<file path="src/rtl/load_store_unit.sv">
// Load/store unit: one request at a time, valid/ready memory port, lane steering and load extension.
// Optional MISALIGN_TRAP_EN: misaligned accesses skip memory and complete with resp_misaligned.
module load_store_unit #(
    parameter int XLEN    = 32,
    parameter int ADDR_W  = 32,
    parameter int TIMEOUT = 16
) (
    input  logic                 clk,
    input  logic                 reset,
    input  logic                 req_valid,
    output logic                 req_ready,
    input  logic                 req_store,
    input  logic [2:0]           req_funct3,
    input  logic [ADDR_W-1:0]    req_addr,
    input  logic [XLEN-1:0]      req_wdata,
    output logic                 resp_valid,
    output logic [XLEN-1:0]      resp_rdata,
    output logic                 resp_error,
    output logic                 resp_misaligned,
    output logic                 busy,
    output logic                 mem_valid,
    input  logic                 mem_ready,
    output logic                 mem_we,
    output logic [ADDR_W-1:0]    mem_addr,
    output logic [XLEN/8-1:0]    mem_wstrb,
    output logic [XLEN-1:0]      mem_wdata,
    input  logic [XLEN-1:0]      mem_rdata,
    output logic [1:0]           state_dbg
);
    // Handshakes: a transfer happens on a rising clk edge where valid && ready are both high;
    // the valid side holds its payload stable until then and never waits on ready to assert valid.
    localparam int NB    = XLEN / 8;
    localparam int OFF_W = $clog2(NB);
    localparam int CNT_W = (TIMEOUT > 1) ? $clog2(TIMEOUT + 1) : 1;

    generate
        if (XLEN != 32 && XLEN != 64) begin : g_bad_xlen
            $error("load_store_unit: XLEN must be 32 or 64");
        end
    endgenerate

    typedef enum logic [1:0] {IDLE = 2'd0, REQ = 2'd1, DONE = 2'd2} state_t;

    state_t state, next_state;

    logic              store_q;
    logic [2:0]        funct3_q;
    logic [OFF_W-1:0]  off_q;
    logic [ADDR_W-1:0] addr_q;
    logic [NB-1:0]     strb_q;
    logic [XLEN-1:0]   wdata_q;
    logic [XLEN-1:0]   rdata_q;
    logic              err_q;
    logic [CNT_W-1:0]  wait_cnt;

    logic [1:0]        req_size;
    logic [OFF_W-1:0]  size_mask;
    logic [OFF_W-1:0]  req_off;
    logic [NB-1:0]     req_strb;
    logic              legal;
    logic              timeout_hit;
`ifdef MISALIGN_TRAP_EN
    logic              misaligned;
    logic              mis_q;
`endif

    always_comb begin
        req_size  = req_funct3[1:0];
        size_mask = OFF_W'((32'd1 << req_size) - 32'd1);
`ifdef MISALIGN_TRAP_EN
        misaligned = |(req_addr[OFF_W-1:0] & size_mask);
        req_off    = req_addr[OFF_W-1:0];
`else
        // Without the trap the lane is rounded down to the access size.
        req_off = req_addr[OFF_W-1:0] & ~size_mask;
`endif
        req_strb = NB'((32'd1 << (32'd1 << req_size)) - 32'd1) << req_off;
        case (req_funct3)
            3'b000, 3'b001, 3'b010: legal = 1'b1;
            3'b011:                 legal = (XLEN == 64);
            3'b100, 3'b101:         legal = !req_store;
            3'b110:                 legal = !req_store && (XLEN == 64);
            default:                legal = 1'b0;
        endcase
    end

    assign timeout_hit = (TIMEOUT != 0) && !mem_ready && (wait_cnt == CNT_W'(TIMEOUT - 1));

    always_ff @(posedge clk) begin
        if (reset) state <= IDLE;
        else       state <= next_state;
    end

    always_comb begin
        next_state = state;
        req_ready  = 1'b0;
        mem_valid  = 1'b0;
        resp_valid = 1'b0;
        case (state)
            IDLE: begin
                req_ready = 1'b1;
                if (req_valid) begin
                    if (!legal) next_state = DONE;
`ifdef MISALIGN_TRAP_EN
                    else if (misaligned) next_state = DONE;
`endif
                    else next_state = REQ;
                end
            end
            REQ: begin
                mem_valid = 1'b1;
                if (mem_ready || timeout_hit) next_state = DONE;
            end
            DONE: begin
                resp_valid = 1'b1;
                next_state = IDLE;
            end
            default: next_state = IDLE;
        endcase
    end

    // Load path: bring the addressed lane to bit 0, then sign/zero extend from the access size.
    logic [XLEN-1:0] load_shifted, load_left, load_sext, load_ext;
    logic [6:0]      ext_sh;

    always_comb begin
        load_shifted = mem_rdata >> {off_q, 3'b000};
        ext_sh       = 7'(XLEN) - (7'd8 << funct3_q[1:0]);
        load_left    = load_shifted << ext_sh;
        load_sext    = $signed(load_left) >>> ext_sh;
        load_ext     = funct3_q[2] ? (load_left >> ext_sh) : load_sext;
    end

    always_ff @(posedge clk) begin
        if (reset) begin
            store_q  <= 1'b0;
            funct3_q <= '0;
            off_q    <= '0;
            addr_q   <= '0;
            strb_q   <= '0;
            wdata_q  <= '0;
            rdata_q  <= '0;
            err_q    <= 1'b0;
            wait_cnt <= '0;
`ifdef MISALIGN_TRAP_EN
            mis_q    <= 1'b0;
`endif
        end else begin
            case (state)
                IDLE: if (req_valid) begin
                    store_q  <= req_store;
                    funct3_q <= req_funct3;
                    off_q    <= req_off;
                    addr_q   <= {req_addr[ADDR_W-1:OFF_W], OFF_W'(0)};
                    strb_q   <= req_store ? req_strb : '0;
                    wdata_q  <= req_store ? (req_wdata << {req_off, 3'b000}) : '0;
                    wait_cnt <= '0;
                    err_q    <= !legal;
`ifdef MISALIGN_TRAP_EN
                    mis_q    <= legal && misaligned;
`endif
                end
                REQ: begin
                    if (mem_ready) begin
                        if (!store_q) rdata_q <= load_ext;
                    end else if (timeout_hit) begin
                        err_q   <= 1'b1;
                        rdata_q <= '0;
                    end else begin
                        wait_cnt <= wait_cnt + CNT_W'(1);
                    end
                end
                default: ;
            endcase
        end
    end

    assign busy       = !req_ready;
    assign mem_we     = mem_valid & store_q;
    assign mem_addr   = mem_valid ? addr_q  : '0;
    assign mem_wstrb  = mem_valid ? strb_q  : '0;
    assign mem_wdata  = mem_valid ? wdata_q : '0;
    assign resp_rdata = rdata_q;
    assign resp_error = resp_valid & err_q;
    assign state_dbg  = state;
`ifdef MISALIGN_TRAP_EN
    assign resp_misaligned = resp_valid & mis_q;
`else
    assign resp_misaligned = 1'b0;
`endif

endmodule

</file>
<file path="config.mk">
export PLATFORM = sky130hd
export DESIGN_NAME = load_store_unit
export DESIGN_NICKNAME = d
export VERILOG_FILES = /design/src/rtl/load_store_unit.sv
export SDC_FILE = /design/constraint.sdc
export NUM_CORES = 1
export LEC_CHECK = 0
export ABC_AREA = 1
export CAP_MARGIN = 20
export CORE_ASPECT_RATIO = 1.2
export CORE_MARGIN = 4
export CORE_UTILIZATION = 42
export CTS_BUF_LIST = sky130_fd_sc_hd__clkbuf_2 sky130_fd_sc_hd__clkbuf_4 sky130_fd_sc_hd__clkbuf_8
export DETAILED_ROUTE_END_ITERATION = 16
export MAX_ROUTING_LAYER = met4
export PLACE_DENSITY = 0.79
export SYNTH_ARGS = -nofsm -noshare
export SYNTH_HDL_FRONTEND = slang
export SYNTH_SLANG_ARGS = --single-unit
export TNS_END_PERCENT = 5
</file>
<file path="constraint.sdc">
create_clock -name clk -period 1.8 [get_ports clk]
set_input_delay 0.45 -clock clk [delete_from_list [all_inputs] [get_ports clk]]
set_output_delay 0.45 -clock clk [all_outputs]
set_load 0.01 [all_outputs]
</file>
==> results.cfg <==
[worst_setup_path]
reg2reg_setup_slack_ns = 0.08
crit_required_ns = 1.35
crit_fanout = 11
end_kind = primary output
crit_path_start_kind = flip-flop
crit_slowest_cell = dfxtp_2
crit_type = flip-flop to primary output
critPathArrivalTime_ns = 1.45
path_cells = inv_2 -> nor2_4 -> inv_8 -> clkbuf_16 -> nor2_1 -> buf_2
max_stage_delay_ns = 0.35

[place]
gp_congestion = 0.9482
port_buffers = 209
place_ws_ns = -0.5747
dp_hpwl_mm = 14.86
place_area_mm2 = 0.008703

[clock_network]
clkSinkCount = 112
clkTransAtPathRegs_ns = 0.11
clock_latency_ns = 0.41
cts.htree.levels = 3
cts_buffers = 9
cts_hold_buf = 0
cts_tree = built
clockBufferDepth = 2
cts_root_buffer = clkbuf_8

[timing]
fin_crit_ns = 1.904
fin_worst_skew_ns = 0.01959
slew_headroom_pct = 63.98
hold_viol_final = 0
fin_crit_sh_pct = 105.8
worst_slack_ns = -0.1042
grt_setup_unrepaired = true
clock.fmax_mhz = 525.2
final-max-slew-violation-count = 0
tightest_slew_ns = 0.5403
setup_violations = 67
fin_hold_ws_ns = 0.4373

[grt]
grt_pass1_vias = 6528
overflow = 0
grt_max_degree = 53
antenna_found_initial = 0
grt_usage_pct = 24.28
grt_pass1_wl_mm = 30.88

[detailed_routing]
viasPerCell = 5.104
dr.max_layer_used = met4
routed_wl_mm = 19.96
drtIter0Drc = 515
wl_met2_mm = 9.392
dr.pass1.iters = 5
vias = 6880
final_antenna_net_count = 0
wl_met1_mm = 7.977
dr_wl_met3_mm = 1.616
wl_per_cell_um = 14.81
drcViolationCount = 0

[synth]
mappedNetlistArea_mm2 = 0.006017
ys_seq_area_share_pct = 37.26
post-synth-top-area-cell = dfxtp_1
ys_top_cells_by_area = dfxtp_1 37%, nand2_1 12%, nor2_1 8.4%, inv_1 8.0%, a21oi_1 6.8%
ys_ff_latch = 112
synth_ff_type = dfxtp_1
yosys_warnings = 0
synth_edf_count = 0
syn_inst = 925
yosysUniqueCellTypes = 40
yosysTopAreaCellShare_pct = 37.26
async_flop_share_pct = 0
avgSynthCellArea_um2 = 6.505

[floorplan]
coreArea_mm2 = 0.01394
die-area_mm2 = 0.01631
num_rows = 47
fp.dieH_um = 139.1
die_w_um = 117.3
initial_core_util_pct = 43.17
ios = 213

[cells_and_area]
postLayoutCoreUtil_pct = 63.78
drive_above_1_share_pct = 23.02
syn2layout_area_growth_pct = 47.74
finalInstanceArea_mm2 = 0.008890
layout.nets = 1281
diodes = 0

[power]
clkPwrFrac_pct = 25.8
p_int_mw = 3.944
p_leak_nw = 3.989
switching_share_pct = 33.49
powerDensity_mw_per_mm2 = 667.0
p_seq_share_pct = 45.5
power.total_mw = 5.930
p_sw_mw = 1.986
ir_drop_uv = 434.2
power_frac_comb_pct = 28.7

[min_path]
min_path_type = input port to flip-flop

[job]
drv_cap = 0

[outcome]
status = finished, violations left
failed_checks = setup timing
==> worst max-delay path, delay by kind of cell, from the launching register on <==
kind	cells	cell delay (ns)
and+or+nand+nor	2	0.25
buffers and inverters	4	0.46
DFF	1	0.35
==> power groups by stage <==
stage,sequential [mW],clock (mW),combinational (mW)
final,2.70,1.53,1.70
after CTS,2.70,1.56,1.64
after detailed placement,2.75,0,1.64
after floorplan,2.75,0,0.872
after global routing,2.71,1.63,1.89
after global placement,2.75,0,1.62
==> layout by cell type, fill, tap and decap left out, types with 3 or more instances in the layout <==
cell | netlist | final
nor2_1 | 134 | 88
clkbuf_8 | 0 | 9
o2111ai_1 | 3 | 3
nor2_2 | 3 | 44
a31o_2 | 3 | 3
inv_8 | 0 | 3
inv_2 | 9 | 11
mux2i_1 | 4 | 4
buf_6 | 3 | 5
conb_1 | 1 | 3
nor3_1 | 5 | 4
dlygate4sd2_1 | 0 | 7
buf_2 | 18 | 61
or2_2 | 7 | 7
buf_4 | 7 | 74
buf_12 | 0 | 8
nand2_1 | 193 | 192
dlymetal6s2s_1 | 0 | 5
dfxtp_2 | 0 | 5
o211ai_1 | 20 | 20
a21oi_2 | 5 | 5
clkdlybuf4s50_1 | 0 | 125
dfxtp_1 | 112 | 107
o21ai_0 | 74 | 67
a22oi_1 | 13 | 13
nand3_1 | 28 | 27
o21ai_1 | 7 | 14
nor4_1 | 6 | 6
nor2_4 | 8 | 13
a21oi_1 | 82 | 82
inv_1 | 129 | 125
ha_1 | 5 | 4
clkbuf_2 | 1 | 4
==> flip-flops by register name, summed over array words and instances (netlist names) <==
| register | count |
|---|---|
| resp_rdata | 32 |
| wdata_q | 32 |
| addr_q | 30 |
| wait_cnt | 5 |
| strb_q | 4 |
| funct3_q | 3 |
| off_q | 2 |
| state_dbg | 2 |
| err_q | 1 |
| store_q | 1 |
==> through the flow <==
stage | TNS, ns | std cells
global placement | -26.76 | 1328
floorplan | 0 | 927
finish | -4.373 | 1348
detailed placement | -29.32 | 1328
CTS | -3.240 | 1345
global route | -10.93 | 1348
==> cell type report <==
cell class              count  area, µm²
clock inverters             7      70.07
inverters                 139      531.8
repair buffers            292       2550
fillers                  1251       5047
well taps                 171      214.0
flip-flops and latches    112       2248
multi-input cells         618       3152
clock buffers               9      123.9
==> cells by family after synthesis <==
| group | synth area share [%] |
|---|---|
| compound gates | 20.23 |
| xor+xnor | 0.1456 |
| fa+ha+maj | 1.040 |
| buf+inv | 13.50 |
| flops | 37.26 |
| mux | 0.6654 |
| other cells | 0.06232 |
| simple gates | 27.09 |
==> per-layer routing <==
metal | up-vias | global-route usage (%)
li1 | 3421 | -
met1 | 3064 | 28.97
met2 | 331 | 38.83
met3 | 64 | 4.103
met4 | 0 | 12.26
met5 | - | -
==> worst paths after layout <==
path	startpoint	to	cells past startpoint
setup reg to reg	wait_cnt[0]	wait_cnt[4]	12
hold reg to reg	addr_q[18]	addr_q[18]	2
setup / recovery	state_dbg[0]	mem_addr[9]	6
hold / removal	reset	resp_rdata[13]	3
==> synthesized netlist by cell type (all sizes together), types with 2 or more instances <==
| library cell | n |
|---|---|
| and3 | 2 |
| a211oi | 2 |
| ha | 5 |
| nor3 | 5 |
| o21ai | 81 |
| or2 | 7 |
| a22oi | 13 |
| o2111ai | 3 |
| inv | 138 |
| a31o | 3 |
| mux2i | 4 |
| nand3 | 29 |
| clkbuf | 25 |
| dfxtp | 112 |
| nor2 | 145 |
| nand4 | 2 |
| nor4 | 6 |
| o41ai | 2 |
| o211ai | 20 |
| nand2 | 195 |
| buf | 33 |
| a21oi | 87 |
==> timing repair <==
item / CTS / global route
hold endpoints to repair: 0 / 0
endpoints found under the setup margin: 100 / 122
resized for setup: 311 / 78
buffers inserted: 0 / 1
gates cloned: 1 / 2
pin swaps: 1 / 3
Power figures use the tool's default switching activity.
